--- config.mk ---
export PLATFORM = sky130hd
export DESIGN_NAME = hetic_nest_ctrl
export DESIGN_NICKNAME = d
export VERILOG_FILES = /design/src/rtl/hetic_nest_ctrl.sv
export SDC_FILE = /design/constraint.sdc
export NUM_CORES = 1
export LEC_CHECK = 0
export CELL_PAD_IN_SITES_DETAIL_PLACEMENT = 0
export CELL_PAD_IN_SITES_GLOBAL_PLACEMENT = 2
export CORE_MARGIN = 10
export CORE_UTILIZATION = 27
export DETAILED_ROUTE_END_ITERATION = 8
export PLACE_DENSITY = 0.7
export SLEW_MARGIN = 25
export SYNTH_ARGS = -nofsm -noshare
export SYNTH_HDL_FRONTEND = slang
export SYNTH_SLANG_ARGS = --single-unit
--- constraint.sdc ---
create_clock -name clk_i -period 5.9 [get_ports clk_i]
set_input_delay 1.475 -clock clk_i [delete_from_list [all_inputs] [get_ports clk_i]]
set_output_delay 1.475 -clock clk_i [all_outputs]
set_load 0.01 [all_outputs]
--- src/rtl/hetic_nest_ctrl.sv ---
// rtl/hetic_nest_ctrl.sv - HETI nesting/preemption gate, core offer/claim handshake and active-level stack
// Optional HETIC_NEST_PERF_EN adds saturating taken/preempt counters.
module hetic_nest_ctrl #(
  parameter int NrIrqLines = 64,
  parameter int NrIrqPrios = 32,
  parameter int StackDepth = 4,
  localparam int IrqWidth   = $clog2(NrIrqLines),
  localparam int PrioWidth  = $clog2(NrIrqPrios),
  localparam int DepthWidth = $clog2(StackDepth + 1)
) (
  input  logic                  clk_i,
  input  logic                  rst_ni,
  input  logic                  irq_valid_i,
  input  logic [IrqWidth-1:0]   irq_id_i,
  input  logic [PrioWidth-1:0]  irq_level_i,
  input  logic                  irq_heti_i,
  input  logic                  irq_nest_i,
  output logic                  core_irq_req_o,
  output logic [IrqWidth-1:0]   core_irq_id_o,
  output logic [PrioWidth-1:0]  core_irq_level_o,
  output logic                  core_irq_heti_o,
  input  logic                  core_irq_ack_i,
  input  logic                  core_mret_i,
  output logic                  hetic_ack_o,
  output logic [IrqWidth-1:0]   hetic_ack_id_o,
  output logic [PrioWidth-1:0]  thresh_o,
  output logic [DepthWidth-1:0] depth_o,
  output logic                  err_o
`ifdef HETIC_NEST_PERF_EN
  ,
  output logic [15:0]           perf_taken_o,
  output logic [15:0]           perf_preempt_o
`endif
);

  // Stack array sized to the full depth-index range so depth can index it directly.
  localparam int StkSize = 1 << DepthWidth;

  typedef enum logic [1:0] {IDLE, OFFER, CLAIM} state_e;

  state_e                state_q;
  logic [PrioWidth-1:0]  stk_lvl_q [StkSize];
  logic                  stk_nest_q [StkSize];
  logic [DepthWidth-1:0] depth_q, depth_d, depth_pop, top_idx;
  logic [PrioWidth-1:0]  thresh;
  logic                  top_nest, eligible, do_pop, do_push;
  logic                  req_q, heti_q, nest_q, ack_q, err_q;
  logic [IrqWidth-1:0]   id_q, ack_id_q;
  logic [PrioWidth-1:0]  lvl_q;

  always_comb begin
    top_idx   = depth_q - DepthWidth'(1);
    thresh    = (depth_q != '0) ? stk_lvl_q[top_idx] : '0;
    top_nest  = (depth_q != '0) ? stk_nest_q[top_idx] : 1'b0;
    eligible  = irq_valid_i && (irq_level_i > thresh) &&
                ((depth_q == '0) || top_nest) &&
                (depth_q < DepthWidth'(StackDepth));
    do_pop    = core_mret_i && (depth_q != '0);
    do_push   = (state_q == OFFER) && core_irq_ack_i;
    // mret and ack together: pop first, then push into the freed slot.
    depth_pop = do_pop ? top_idx : depth_q;
    depth_d   = do_push ? depth_pop + DepthWidth'(1) : depth_pop;
  end

  always_ff @(posedge clk_i or negedge rst_ni) begin
    if (!rst_ni) begin
      state_q  <= IDLE;
      req_q    <= 1'b0;
      id_q     <= '0;
      lvl_q    <= '0;
      heti_q   <= 1'b0;
      nest_q   <= 1'b0;
      ack_q    <= 1'b0;
      ack_id_q <= '0;
      err_q    <= 1'b0;
      depth_q  <= '0;
      for (int i = 0; i < StkSize; i++) begin
        stk_lvl_q[i]  <= '0;
        stk_nest_q[i] <= 1'b0;
      end
    end else begin
      ack_q   <= 1'b0;
      depth_q <= depth_d;
      if (core_mret_i && (depth_q == '0)) err_q <= 1'b1;
      if (do_push) begin
        stk_lvl_q[depth_pop]  <= lvl_q;
        stk_nest_q[depth_pop] <= nest_q;
      end
      case (state_q)
        IDLE: begin
          if (eligible) begin
            id_q    <= irq_id_i;
            lvl_q   <= irq_level_i;
            heti_q  <= irq_heti_i;
            nest_q  <= irq_nest_i;
            req_q   <= 1'b1;
            state_q <= OFFER;
          end
        end
        OFFER: begin
          if (core_irq_ack_i) begin
            ack_q    <= 1'b1;
            ack_id_q <= id_q;
            req_q    <= 1'b0;
            state_q  <= CLAIM;
          end else if (eligible && (irq_id_i != id_q)) begin
            id_q   <= irq_id_i;
            lvl_q  <= irq_level_i;
            heti_q <= irq_heti_i;
            nest_q <= irq_nest_i;
          end else if (!eligible) begin
            req_q   <= 1'b0;
            state_q <= IDLE;
          end
        end
        // Arbiter output is stale during the claim cycle; nothing is offered here.
        CLAIM:   state_q <= IDLE;
        default: state_q <= IDLE;
      endcase
    end
  end

`ifdef HETIC_NEST_PERF_EN
  logic [15:0] perf_taken_q, perf_preempt_q;

  always_ff @(posedge clk_i or negedge rst_ni) begin
    if (!rst_ni) begin
      perf_taken_q   <= '0;
      perf_preempt_q <= '0;
    end else if (do_push) begin
      if (perf_taken_q != 16'hFFFF) perf_taken_q <= perf_taken_q + 16'd1;
      if ((depth_q != '0) && (perf_preempt_q != 16'hFFFF))
        perf_preempt_q <= perf_preempt_q + 16'd1;
    end
  end

  assign perf_taken_o   = perf_taken_q;
  assign perf_preempt_o = perf_preempt_q;
`endif

  assign core_irq_req_o   = req_q;
  assign core_irq_id_o    = id_q;
  assign core_irq_level_o = lvl_q;
  assign core_irq_heti_o  = heti_q;
  assign hetic_ack_o      = ack_q;
  assign hetic_ack_id_o   = ack_id_q;
  assign thresh_o         = thresh;
  assign depth_o          = depth_q;
  assign err_o            = err_q;

endmodule

==> results.py <==
metrics = {
    "grt": {
        "antenna_found_initial": 0,
        "grt_max_degree": 76,
        "globalRouteOverflowTotal": 0,
        "grt_pass1_vias": 2413,
        "grt_pass1_wl_um": 14200,
        "track_usage": 0.0984,
    },
    "sta": {
        "clock.fmax_ghz": 0.214,
        "final.min_clock_period_ns": 4.67,
        "max_slew_margin": 0.468,
        "setup_viol": 0,
        "drv_slew": 0,
        "skew_ns": 0.00803,
        "rsz0062_at_grt": "false",
        "tns_ns": 0,
        "hold_violations": 0,
        "period_share": 0.791,
        "tightest_slew_ns": 0.798,
    },
    "critical_path": {
        "crit_path_end_kind": "output port",
        "worstPathArrival_ns": 3.19,
        "cp-start-kind": "register",
        "cp.required_ns": 4.43,
        "crit_fanout": 18,
        "worstSetupPathType": "reg2out",
    },
    "final_layout": {
        "diodes": 0,
        "drive_gt1_frac": 0.321,
        "fillCellCount": 1289,
        "area_growth_pct": 25.6,
        "final_area_um2": 4650,
        "finalNetCount": 337,
    },
    "routing": {
        "wire_per_inst_um": 17.7,
        "viasPerCell": 4.66,
        "wl_um": 8670,
        "drc": 0,
        "first_pass_iters": 4,
        "drtIter0Drc": 147,
        "vias": 2288,
        "ant_nets": 0,
    },
    "floorplanning": {
        "rows": 42,
        "die_area_um2": 18800,
        "core_um2": 13300,
        "die_h_um": 137,
        "die_x_um": 137,
        "ios": 47,
        "initial_core_util": 0.278,
    },
    "synth": {
        "synth_seq_cells": 75,
        "synthTopCellsByArea": "dfrtp_1 (51%), mux2_2 (19%), mux4_2 (6.7%)",
        "async_reset_ff_frac": 1.00,
        "synth_edf_count": 0,
        "synth_flop_cell": "dfrtp_1",
        "synth_most_common_cell": "dfrtp_1",
        "synth_top_area_cell": "dfrtp_1",
        "syn_avg_cell_area_um2": 14.1,
        "seq_area_frac_synth": 0.507,
        "synth_common_cells": "dfrtp_1 (75), mux2_2 (62)",
        "ys_types": 37,
        "yosysWarnings": 0,
        "synth_top_area_frac": 0.507,
        "synthesis.nets": 289,
        "syn_inst": 263,
        "syn_area_um2": 3700,
    },
    "clocking": {
        "cts_resized": 0,
        "clock_path_buffers": 2,
        "cts_sinks": 75,
        "cts_inserted_buffers": 9,
        "post-cts-setup-buffers": 0,
        "clk_pin_slew_worst_paths_ns": 0.06,
        "tritoncts": "built",
        "postCtsHoldBufs": 0,
        "htreeDepth": 3,
        "cts-root-buf": "clkbuf_16",
        "clkLatencyLatePin_ns": 0.33,
    },
    "pwr": {
        "leakage_nw": 2.14,
        "power_per_cell_area_nw_per_um2": 523,
        "vdd_drop_max_uv": 184,
    },
    "placement": {
        "gp_congestion": 0.727,
        "port-buffer-count": 46,
        "post-dp-hpwl_um": 6210,
        "dpl_cell_area_um2": 4340,
    },
    "job": {
        "drv_cap": 0,
    },
    "hold_path": {
        "worstHoldPathType": "reg2reg",
    },
    "outcome": {
        "status": "complete, no violations",
    },
}
layout make-up:
| type | count | area, µm² | share of cell area |
|---|---|---|---|
| well taps | 176 | 220 | 0.0473 |
| multi-input cells | 166 | 1730 | 0.371 |
| clock inverters | 4 | 76.3 | 0.0164 |
| repair buffers | 48 | 477 | 0.102 |
| clock buffers | 11 | 233 | 0.0500 |
| inverters | 11 | 41.3 | 0.00888 |
| flip-flops and latches | 75 | 1880 | 0.403 |
sequential cells by signal (all words and copies together), names as in the netlist:
| register | count |
|---|---|
| hetic_ack_o | 1 |
| state_q | 2 |
| stk_nest_q | 8 |
| core_irq_heti_o | 1 |
| core_irq_id_o | 6 |
| hetic_ack_id_o | 6 |
| core_irq_level_o | 5 |
| nest_q | 1 |
| stk_lvl_q | 40 |
| err_o | 1 |
| depth_o | 3 |
| core_irq_req_o | 1 |
critical path, cell delays in order (launching register included):
cell             delay, ns
dfrtp_1               0.42
inv_1                 0.11
ha_1                  0.82
mux4_2                0.45
mux2_2                0.28
nand2_1               0.07
o21a_1                0.17
inv_1                 0.05
clkdlybuf4s50_1       0.48
metrics by stage:
step,worst slack [ns],power (W),hold WS [ns],cells,util
2_1_floorplan,2.05,0.00149,0.434,263,-
3_3_place_gp,1.65,0.00186,0.480,476,0.325
3_5_place_dp,1.60,0.00188,0.471,476,0.325
4_1_cts,1.23,0.00246,0.481,491,0.348
5_1_grt,1.11,0.00259,0.516,491,0.349
6_report,1.23,0.00243,0.480,491,0.349
layer usage:
layer	GRT usage	wire, µm
met1	0.130	4260
met2	0.147	3870
met3	0.0253	402
met4	0.0457	134
met5	0	0
kinds of logic (layout without fill, tap and decap cells):
group | after synthesis | in the layout | synth area share
flip-flops | 75 | 75 | 0.507
AO/OA/AOI/OAI | 22 | 22 | 0.0429
buffers and inverters | 22 | 74 | 0.0270
multiplexers | 94 | 94 | 0.326
XOR/XNOR | 9 | 9 | 0.0213
adder cells (fa/ha/maj) | 8 | 8 | 0.0270
AND/OR/NAND/NOR | 33 | 33 | 0.0496
power by group:
part | internal, W | total, W | switching [W] | leakage, nW
clock | 0.000369 | 0.000581 | 0.000212 | 0.146
sequential | 0.000683 | 0.000852 | 0.000169 | 0.986
combinational | 0.000564 | 0.000999 | 0.000435 | 1.00
cell usage in the layout, fill, tap and decap left out, types with 4 or more instances in the layout:
| master | n |
|---|---|
| mux2_4 | 10 |
| dfrtp_1 | 75 |
| o21ai_0 | 4 |
| inv_1 | 11 |
| mux2_2 | 62 |
| o32ai_1 | 4 |
| nor2_1 | 4 |
| nand2_1 | 11 |
| mux4_2 | 11 |
| clkdlybuf4s50_1 | 45 |
| clkbuf_16 | 9 |
| o21a_1 | 4 |
| ha_1 | 8 |
| mux2i_1 | 11 |
| xnor2_1 | 4 |
| xor2_1 | 5 |
final timing paths:
path | startpoint | endpoint | slack (ns) | depth (start not counted)
max in group asynchronous | rst_ni | stk_lvl_q[18] | 4.26 | 1
min in group asynchronous | rst_ni | core_irq_heti_o | 1.17 | 1
max | depth_o[1] | thresh_o[3] | 1.23 | 8
min reg2reg | state_q[1] | state_q[1] | 0.48 | 1
min | state_q[1] | state_q[1] | 0.48 | 1
max reg2reg | depth_o[1] | nest_q | 1.66 | 12
No activity file was read; power rests on OpenSTA's default activity.
